==> config.mk <==
export PLATFORM = sky130hd
export DESIGN_NAME = retire_queue
export DESIGN_NICKNAME = d
export VERILOG_FILES = /design/src/rtl/retire_queue.sv
export SDC_FILE = /design/constraint.sdc
export NUM_CORES = 1
export LEC_CHECK = 0
export CORE_ASPECT_RATIO = 1.1
export CORE_MARGIN = 5
export CORE_UTILIZATION = 60
export CTS_CLUSTER_SIZE = 25
export DETAILED_ROUTE_END_ITERATION = 16
export PLACE_DENSITY = 0.84
export SLEW_MARGIN = 20
export SYNTH_ARGS = -nofsm -noshare
export SYNTH_HDL_FRONTEND = slang
export SYNTH_SLANG_ARGS = --single-unit
==> constraint.sdc <==
create_clock -name Clk -period 5.7 [get_ports Clk]
set_input_delay 1.71 -clock Clk [delete_from_list [all_inputs] [get_ports Clk]]
set_output_delay 1.71 -clock Clk [all_outputs]
set_load 0.05 [all_outputs]
==> src/rtl/retire_queue.sv <==
`default_nettype none
// ============================================================================
//  Module   : retire_queue
//  Purpose  : In-order retire buffer; dual-lane allocate and writeback,
//             up to four entries retired per cycle through registered lanes.
//  Revision : 1.0
// ============================================================================
module retire_queue #(
    parameter int DEPTH    = 16,
    parameter int RETIRE_W = 4,
    parameter int AR_W     = 5,
    parameter int PR_W     = 7,
    localparam int IW      = $clog2(DEPTH)
) (
    input  logic            Clk,
    input  logic            Rest,
    input  logic            ArchSStop,
    input  logic            ArchSFlash,
    input  logic            AllocReq1,
    input  logic            AllocReq2,
    input  logic            AllocDst1,
    input  logic            AllocDst2,
    input  logic [AR_W-1:0] AllocAR1,
    input  logic [AR_W-1:0] AllocAR2,
    input  logic [PR_W-1:0] AllocPR1,
    input  logic [PR_W-1:0] AllocPR2,
    input  logic [PR_W-1:0] AllocOldPR1,
    input  logic [PR_W-1:0] AllocOldPR2,
    output logic            AllocReady,
    output logic [IW-1:0]   AllocIdx1,
    output logic [IW-1:0]   AllocIdx2,
    input  logic            Wb1Able,
    input  logic            Wb2Able,
    input  logic [IW-1:0]   Wb1Idx,
    input  logic [IW-1:0]   Wb2Idx,
    output logic            RetireReg1Able,
    output logic            RetireReg2Able,
    output logic            RetireReg3Able,
    output logic            RetireReg4Able,
    output logic [AR_W-1:0] RetireAR1Addr,
    output logic [AR_W-1:0] RetireAR2Addr,
    output logic [AR_W-1:0] RetireAR3Addr,
    output logic [AR_W-1:0] RetireAR4Addr,
    output logic [PR_W-1:0] RetirePR1Addr,
    output logic [PR_W-1:0] RetirePR2Addr,
    output logic [PR_W-1:0] RetirePR3Addr,
    output logic [PR_W-1:0] RetirePR4Addr,
    output logic [PR_W-1:0] RetireOldPR1,
    output logic [PR_W-1:0] RetireOldPR2,
    output logic [PR_W-1:0] RetireOldPR3,
    output logic [PR_W-1:0] RetireOldPR4,
    output logic            RetireFree1,
    output logic            RetireFree2,
    output logic            RetireFree3,
    output logic            RetireFree4,
    output logic [2:0]      RetireNum
);

    localparam int CW    = IW + 1;
    localparam int LANES = 4;

    logic [DEPTH-1:0] r_valid;
    logic [DEPTH-1:0] r_complete;
    logic [DEPTH-1:0] r_dst;
    logic [AR_W-1:0]  r_ar    [DEPTH];
    logic [PR_W-1:0]  r_pr    [DEPTH];
    logic [PR_W-1:0]  r_oldpr [DEPTH];
    logic [CW-1:0]    r_head;
    logic [CW-1:0]    r_tail;
    logic [CW-1:0]    r_count;

    logic             r_ret_dst [LANES];
    logic [AR_W-1:0]  r_ret_ar  [LANES];
    logic [PR_W-1:0]  r_ret_pr  [LANES];
    logic [PR_W-1:0]  r_ret_old [LANES];
    logic [2:0]       r_ret_num;

    logic             w_acc1;
    logic             w_acc2;
    logic [1:0]       w_acc_num;
    logic [IW-1:0]    w_tidx1;
    logic [IW-1:0]    w_tidx2;
    logic [IW-1:0]    w_ridx [LANES];
    logic [2:0]       w_n;
    logic             w_run;

    // Readiness looks only at the current count, so a full buffer that is
    // retiring this cycle still refuses allocation.
    assign AllocReady = (r_count <= CW'(DEPTH - 2));
    assign w_tidx1    = r_tail[IW-1:0];
    assign w_tidx2    = r_tail[IW-1:0] + IW'(1);
    assign AllocIdx1  = w_tidx1;
    assign AllocIdx2  = w_tidx2;

    assign w_acc1    = AllocReq1 & AllocReady & ~ArchSStop & ~ArchSFlash;
    assign w_acc2    = w_acc1 & AllocReq2;
    assign w_acc_num = {1'b0, w_acc1} + {1'b0, w_acc2};

    always_comb begin
        w_n   = '0;
        w_run = 1'b1;
        for (int j = 0; j < LANES; j++) begin
            w_ridx[j] = r_head[IW-1:0] + IW'(j);
            if (w_run && (j < RETIRE_W) && (r_count > CW'(j)) &&
                r_valid[w_ridx[j]] && r_complete[w_ridx[j]]) begin
                w_n = 3'(j + 1);
            end else begin
                w_run = 1'b0;
            end
        end
    end

    always_ff @(posedge Clk or posedge Rest) begin
        if (Rest) begin
            r_valid    <= '0;
            r_complete <= '0;
            r_head     <= '0;
            r_tail     <= '0;
            r_count    <= '0;
            r_ret_num  <= '0;
            for (int k = 0; k < LANES; k++) begin
                r_ret_dst[k] <= 1'b0;
                r_ret_ar[k]  <= '0;
                r_ret_pr[k]  <= '0;
                r_ret_old[k] <= '0;
            end
        end else begin
            r_ret_num <= '0;
            for (int k = 0; k < LANES; k++) begin
                r_ret_dst[k] <= 1'b0;
                r_ret_ar[k]  <= '0;
                r_ret_pr[k]  <= '0;
                r_ret_old[k] <= '0;
            end
            if (!ArchSStop && ArchSFlash) begin
                r_valid    <= '0;
                r_complete <= '0;
                r_head     <= '0;
                r_tail     <= '0;
                r_count    <= '0;
            end else if (!ArchSStop) begin
                if (Wb1Able && r_valid[Wb1Idx]) r_complete[Wb1Idx] <= 1'b1;
                if (Wb2Able && r_valid[Wb2Idx]) r_complete[Wb2Idx] <= 1'b1;
                // Retired slots are cleared after writeback so a late strobe
                // cannot resurrect them.
                for (int k = 0; k < LANES; k++) begin
                    if (3'(k) < w_n) begin
                        r_valid[w_ridx[k]]    <= 1'b0;
                        r_complete[w_ridx[k]] <= 1'b0;
                        r_ret_dst[k]          <= r_dst[w_ridx[k]];
                        r_ret_ar[k]           <= r_ar[w_ridx[k]];
                        r_ret_pr[k]           <= r_pr[w_ridx[k]];
                        r_ret_old[k]          <= r_oldpr[w_ridx[k]];
                    end
                end
                if (w_acc1) begin
                    r_valid[w_tidx1]    <= 1'b1;
                    r_complete[w_tidx1] <= 1'b0;
                end
                if (w_acc2) begin
                    r_valid[w_tidx2]    <= 1'b1;
                    r_complete[w_tidx2] <= 1'b0;
                end
                r_head    <= r_head + CW'(w_n);
                r_tail    <= r_tail + CW'(w_acc_num);
                r_count   <= r_count + CW'(w_acc_num) - CW'(w_n);
                r_ret_num <= w_n;
            end
        end
    end

    // Payload needs no reset: it is only observed behind a valid bit.
    always_ff @(posedge Clk) begin
        if (w_acc1) begin
            r_dst[w_tidx1]   <= AllocDst1;
            r_ar[w_tidx1]    <= AllocAR1;
            r_pr[w_tidx1]    <= AllocPR1;
            r_oldpr[w_tidx1] <= AllocOldPR1;
        end
        if (w_acc2) begin
            r_dst[w_tidx2]   <= AllocDst2;
            r_ar[w_tidx2]    <= AllocAR2;
            r_pr[w_tidx2]    <= AllocPR2;
            r_oldpr[w_tidx2] <= AllocOldPR2;
        end
    end

    assign RetireNum      = r_ret_num;
    assign RetireReg1Able = r_ret_dst[0];
    assign RetireReg2Able = r_ret_dst[1];
    assign RetireReg3Able = r_ret_dst[2];
    assign RetireReg4Able = r_ret_dst[3];
    assign RetireFree1    = r_ret_dst[0];
    assign RetireFree2    = r_ret_dst[1];
    assign RetireFree3    = r_ret_dst[2];
    assign RetireFree4    = r_ret_dst[3];
    assign RetireAR1Addr  = r_ret_ar[0];
    assign RetireAR2Addr  = r_ret_ar[1];
    assign RetireAR3Addr  = r_ret_ar[2];
    assign RetireAR4Addr  = r_ret_ar[3];
    assign RetirePR1Addr  = r_ret_pr[0];
    assign RetirePR2Addr  = r_ret_pr[1];
    assign RetirePR3Addr  = r_ret_pr[2];
    assign RetirePR4Addr  = r_ret_pr[3];
    assign RetireOldPR1   = r_ret_old[0];
    assign RetireOldPR2   = r_ret_old[1];
    assign RetireOldPR3   = r_ret_old[2];
    assign RetireOldPR4   = r_ret_old[3];

endmodule
`default_nettype wire

==> results of run 1 <==
layout by cell type (no fill, tap or decap), types with 46 or more instances in the layout:
cell type,count
buf_4,107
nor2b_1,46
dfrtp_1,124
nand2_1,146
clkbuf_16,50
nor2_1,72
edfxtp_1,304
a21oi_1,50
clkdlybuf4s50_1,150
mux2i_1,120
mux4_2,304
o21ai_0,70
mux2_2,320
power breakdown:
part	internal, uW	switching [uW]	leakage, uW
registers	3560	156	0.00464
clock network	1850	1340	0.000778
logic	1390	1570	0.00613
total	6800	3060	0.0115
worst max-delay path, stage by stage, from the launching register on:
cell	delay [ns]
dfrtp_2	0.63
buf_4	0.69
mux4_2	0.59
o32ai_1	0.58
or3_1	0.42
a21oi_1	0.14
ha_1	0.32
inv_1	0.04
ha_1	0.20
fa_1	0.48
a21o_1	0.20
a21oi_1	0.18
xnor2_1	0.14
o22ai_1	0.08
metal layers:
metal	global-route usage, %	routed length [microns]
met3	11.8	15800
met4	24.1	9030
met5	0	0
met2	57.0	47600
met1	47.1	33700
sequential cells by signal, indices dropped and copies added, names as in the netlist, 3 cells and up:
name,flops
r_valid,16
RetireAR4Addr,5
r_tail,4
r_ar,80
r_head,4
RetirePR2Addr,7
r_complete,16
RetireOldPR1,7
RetirePR1Addr,7
RetireOldPR4,7
RetireOldPR3,7
r_pr,112
r_dst,16
RetireNum,3
r_oldpr,112
RetireAR2Addr,5
r_count,5
RetirePR4Addr,7
RetireAR3Addr,5
RetireAR1Addr,5
RetireOldPR2,7
RetirePR3Addr,7
logic make-up (layout without fill, tap and decap cells):
group | after synthesis | count (layout) | synth area share, %
buffers and inverters | 260 | 389 | 4.02
adders and majority gates | 30 | 30 | 1.32
AOI/OAI and AO/OA | 327 | 327 | 7.36
and+or+nand+nor | 444 | 444 | 7.18
xor gates and xnor gates | 14 | 14 | 0.425
muxes | 750 | 750 | 38.4
other | 0 | 3 | 0
DFF | 448 | 448 | 41.3
per-stage QoR:
step	util [%]	total power (uW)	area [sq um]	instances
3_3_place_gp	65.5	6560	33000	2973
3_5_place_dp	65.5	6640	33000	2973
5_1_grt	68.7	10100	34600	3063
6_report	68.7	9850	34600	3065
4_1_cts	68.7	9780	34600	3062
2_1_floorplan	-	5910	30600	2273
worst max-delay path by stage:
| stage | cells past startpoint | from | end | slack [ns] |
|---|---|---|---|---|
| detailed placement | 8 | ArchSFlash | r_ar[14][2]$_DFFE_PP_ | 0.71 |
| global placement | 13 | ArchSFlash | r_count[4]$_DFFE_PP0P_ | 0.76 |
| global route | 15 | r_head[0]$_DFFE_PP0P_ | r_count[4]$_DFFE_PP0P_ | 0.76 |
| CTS | 13 | r_head[1]$_DFFE_PP0P_ | r_count[4]$_DFFE_PP0P_ | 0.99 |
| floorplan | 1 | Rest | RetireAR1Addr[0]$_DFF_PP0_ | 0.58 |
| finish | 13 | r_head[1]$_DFFE_PP0P_ | r_count[4]$_DFFE_PP0P_ | 0.85 |
area by class of cell:
type / instances / area, sq um / area share [%]
diodes: 3 / 7.51 / 0.0217
clock buffers: 66 / 1360 / 3.93
clock inverters: 23 / 219 / 0.633
inverters: 33 / 129 / 0.373
multi-input cells: 1565 / 16900 / 48.9
flip-flops and latches: 448 / 12700 / 36.6
well taps: 660 / 826 / 2.39
repair buffers: 267 / 2490 / 7.20
==> run_results.csv, run 1 <==
group,metric,value,unit
min_path,min_path_cells,2,
grt,grt_overflow,0,
final_layout,drive_above_1_share,36.6,%
placement,gp_congestion,0.999,
sta,clock_skew,0.0146,ns
yosys,yosys.area.top_type_share,29.8,%
placement,dp_hpwl,68600,microns
placement,io_buffers,151,
clock_tree,post-cts-setup-buffers,0,
sta,max_freq,206,MHz
yosys,synth_edf_count,304,
sta,whs,0.567,ns
yosys,yosysTopAreaCell,"edfxtp_1",
routing,wl_per_cell,34.6,microns
min_path,hp-class,"flop to flop",
yosys,synth-async-reset-ratio,28.6,%
worst_setup_path,ff2ff_path_depth,13,
power_and_ir_drop,peakVddDrop,0.000255,V
worst_setup_path,path_class,"flop to flop",
clock_tree,root_buffer,"clkbuf_16",
yosys,syn_nets,2359,
yosys,postSynthCellCount,2273,
clock_tree,clock_sink_count,448,
final_layout,layout.nets,2449,
die,die_w,225,microns
routing,drt_iter0_drc,3980,
die,num_io_pins,152,
min_path,min_to,"r_complete[0]$_DFFE_PP0P_",
die,fp-row-count,86,
die,core_area,0.0504,sq mm
worst_setup_path,reg2reg_slack,0.85,ns
clock_tree,clk_path_buf_depth,3,
yosys,yosys-top-cells-count,"320 x mux2_2, 304 x edfxtp_1, 304 x mux4_2",
clock_tree,cts.repair.resized,0,
yosys,syn_area,0.0306,sq mm
final_layout,fill_cells,3358,
outcome,status,"complete, no violations",
worst_setup_path,regToRegEndpoint,"r_count[4]$_DFFE_PP0P_",
min_path,min-delay-start,"r_complete[0]$_DFFE_PP0P_",
worst_setup_path,arrival,5.31,ns
sta,slew_headroom,24.0,%
grt,grt_pass1_vias,24058,
final_layout,syn2layout_area_growth,13.0,%
worst_setup_path,cp.required,6.16,ns
grt,grt_max_degree,88,
grt,antenna_found_initial,3,
worst_setup_path,timing.rr.start,"r_head[1]$_DFFE_PP0P_",
yosys,synth-seq-area-share,41.3,%
routing,ant_nets,0,
sta,finalWorstSetupSlack,0.855,ns
sta,rsz0062_at_grt,"false",
sta,setup_tns,0,ns
clock_tree,htree_levels,2,
sta,finalCritPeriodShare,85.0,%
clock_tree,hold_buffers,0,
grt,grt_first_pass_wirelength,156000,microns
sta,setup_viol,0,
routing,drc,0,
routing,vias,24115,
yosys,synth_flop_cell,"edfxtp_1",
worst_setup_path,start_kind,"flop",
clock_tree,path_clk_slew,0.06,ns
die,die_h,247,microns
sta,post-route-min-period,4.85,ns
clock_tree,clk_latency,0.61,ns
routing,dr.pass1.iters,6,
yosys,synth-seq-cells,448,
routing,viasPerCell,7.87,
flow_run,maxCapViolations,0,
sta,hold_violations,0,
power_and_ir_drop,power_density,285,mW/mm^2
clock_tree,cts_tree,"done",
clock_tree,cts-buffers-inserted,48,
yosys,synthTopCellsByArea,"edfxtp_1 30%, mux4_2 22%, mux2_2 12%, dfrtp_1 10%, mux2i_1 3.9%",
sta,worst_slew_pin_slew,1.14,ns
worst_setup_path,critPathMaxFanout,41,
sta,drv_slew,0,
yosys,ys_warn_count,0,
die,start_util,60.8,%
grt,grt_util_all_layers,37.6,%
yosys,yosysMostFrequentCell,"mux2_2",
yosys,yosys.cell_types.count,89,
placement,place_worst_setup_slack,0.715,ns
yosys,avgSynthCellArea,13.5,sq um
worst_setup_path,crit_path_end_kind,"flop",
power_and_ir_drop,p_leak,0.0115,uW
die,dieArea,0.0556,sq mm
routing,wirelength,106000,microns
No activity file was read; power rests on OpenSTA's default activity.
==> run 2: changes to the inputs <==
--- a/config.mk
+++ b/config.mk
@@ -8,6 +8,7 @@
 export CORE_ASPECT_RATIO = 1.1
 export CORE_MARGIN = 5
 export CORE_UTILIZATION = 60
+export CTS_BUF_LIST = sky130_fd_sc_hd__clkbuf_16
 export CTS_CLUSTER_SIZE = 25
 export DETAILED_ROUTE_END_ITERATION = 16
 export PLACE_DENSITY = 0.84
==> run_results.csv, run 2 (same netlist as run 1, synthesis figures left out) <==
group,metric,value,unit
outcome,status,"complete, no violations",
grt,grt_pass1_vias,24010,
final_layout,drive_above_1_share,36.3,%
placement,gp_congestion,0.999,
die,die_w,225,microns
worst_setup_path,max_stage_delay,0.68,ns
routing,drc,0,
clock_tree,clk_path_buf_depth,3,
routing,drt_iter0_drc,4049,
worst_setup_path,arrival,5.29,ns
power_and_ir_drop,p_leak,0.0116,uW
grt,grt_overflow,0,
worst_setup_path,cp.required,6.16,ns
worst_setup_path,path_class,"flop to flop",
clock_tree,cts.repair.resized,0,
sta,max_freq,207,MHz
clock_tree,hold_buffers,0,
grt,grt_first_pass_wirelength,156000,microns
power_and_ir_drop,p_total,9770,uW
routing,wirelength,106000,microns
worst_setup_path,critical_path.cell_chain,"buf_4, mux4_2, o32ai_1, or3_1, a21oi_1, ha_1, inv_1, ha_1, fa_1, a21o_1, a21oi_1, xnor2_1, o22ai_1",
die,core_area,0.0504,sq mm
sta,finalWorstSetupSlack,0.878,ns
routing,ant_nets,0,
worst_setup_path,cp_slowest_cell,"buf_4",
die,fp-row-count,86,
final_layout,stdcell_area,0.0345,sq mm
final_layout,layout.nets,2449,
clock_tree,cts_tree,"done",
final_layout,final_cells,3066,
placement,dp_hpwl,68600,microns
grt,antenna_found_initial,2,
worst_setup_path,critPathMaxFanout,41,
clock_tree,root_buffer,"clkbuf_16",
sta,hold_violations,0,
flow_run,maxCapViolations,0,
worst_setup_path,path_buf_inv,2,
sta,post-route-min-period,4.82,ns
placement,place_inst,2973,
die,dieArea,0.0556,sq mm
clock_tree,post-cts-setup-buffers,0,
sta,worst_slew_pin_slew,1.13,ns
placement,dpl-instance-area,0.0330,sq mm
min_path,hp-class,"flop to flop",
worst_setup_path,start_kind,"flop",
final_layout,final_common_cell,"mux2_2",
worst_setup_path,crit_path_end_kind,"flop",
grt,grt_max_degree,88,
power_and_ir_drop,peakVddDrop,0.000256,V
sta,finalCritPeriodShare,84.6,%
sta,drv_slew,0,
placement,place_worst_setup_slack,0.715,ns
placement,io_buffers,151,
clock_tree,clk_latency,0.61,ns
final_layout,reg.largest.list,"r_oldpr: 112 flops, r_pr: 112 flops, r_ar: 80 flops",
routing,vias,24021,
clock_tree,cts-buffers-inserted,48,
routing,viasPerCell,7.83,
routing,dr.pass1.iters,8,
sta,clock_skew,0.0199,ns
sta,slew_headroom,24.9,%
sta,rsz0062_at_grt,"false",
worst_setup_path,cpLargestDelayFamily,"compound AO/OA/AOI/OAI gates",
die,die_h,247,microns
die,start_util,60.8,%
clock_tree,htree_levels,2,
sta,setup_tns,0,ns
clock_tree,path_clk_slew,0.06,ns
grt,grt_util_all_layers,37.6,%
clock_tree,clock_sink_count,448,
die,num_io_pins,152,
final_layout,syn2layout_area_growth,12.9,%
sta,setup_viol,0,
final_layout,layout_common_cells,"320 x mux2_2, 304 x mux4_2, 304 x edfxtp_1",
routing,wl_per_cell,34.5,microns
power_and_ir_drop,power_density,283,mW/mm^2
## run 2: final cells by class
class | count | area [sq um]
multi-input cells | 1565 | 16900
fillers | 3377 | 15800
flip-flops and latches | 448 | 12700
repair buffers | 267 | 2490
clock buffers | 50 | 1250
well taps | 660 | 826
clock inverters | 39 | 279
inverters | 33 | 129
diodes | 4 | 10.0
## run 2: tightest hold or removal path: stages (launching register included)
cell and delay (ns):
dfrtp_1 0.40, nand2_1 0.07, o41ai_1 0.06
## run 2: through the flow
step | util [%] | hold slack (ns)
2_1_floorplan | - | 0.499
3_3_place_gp | 65.5 | 0.538
3_5_place_dp | 65.5 | 0.543
4_1_cts | 68.6 | 0.557
5_1_grt | 68.6 | 0.603
6_report | 68.6 | 0.570
## run 2: power breakdown
part | switching, uW | leakage (uW) | internal (uW)
registers | 158 | 0.00464 | 3560
clock network | 1340 | 0.000796 | 1760
logic | 1560 | 0.00613 | 1390
total | 3060 | 0.0116 | 6710
## run 2: layer usage
metal | up-vias | share of wire, % | GRT usage, %
met1 | 11722 | 32 | 47.0
li1 | 9279 | - | -
met2 | 2368 | 45 | 57.5
met5 | - | 0 | 0
met4 | 0 | 8.3 | 23.3
met3 | 652 | 15 | 11.6
## run 2: final timing paths
path                                      startpoint  slack (ns)  cells after the start                         end
max                            r_head[1]$_DFFE_PP0P_        0.88                     13      r_count[4]$_DFFE_PP0P_
max in group asynchronous                       Rest        3.36                      2       r_head[2]$_DFFE_PP0P_
min reg2reg                r_complete[0]$_DFFE_PP0P_        0.57                      2   r_complete[0]$_DFFE_PP0P_
min in group asynchronous                       Rest        1.63                      2  RetirePR1Addr[4]$_DFF_PP0_
min                        r_complete[0]$_DFFE_PP0P_        0.57                      2   r_complete[0]$_DFFE_PP0P_
max reg2reg                    r_head[1]$_DFFE_PP0P_        0.88                     13      r_count[4]$_DFFE_PP0P_
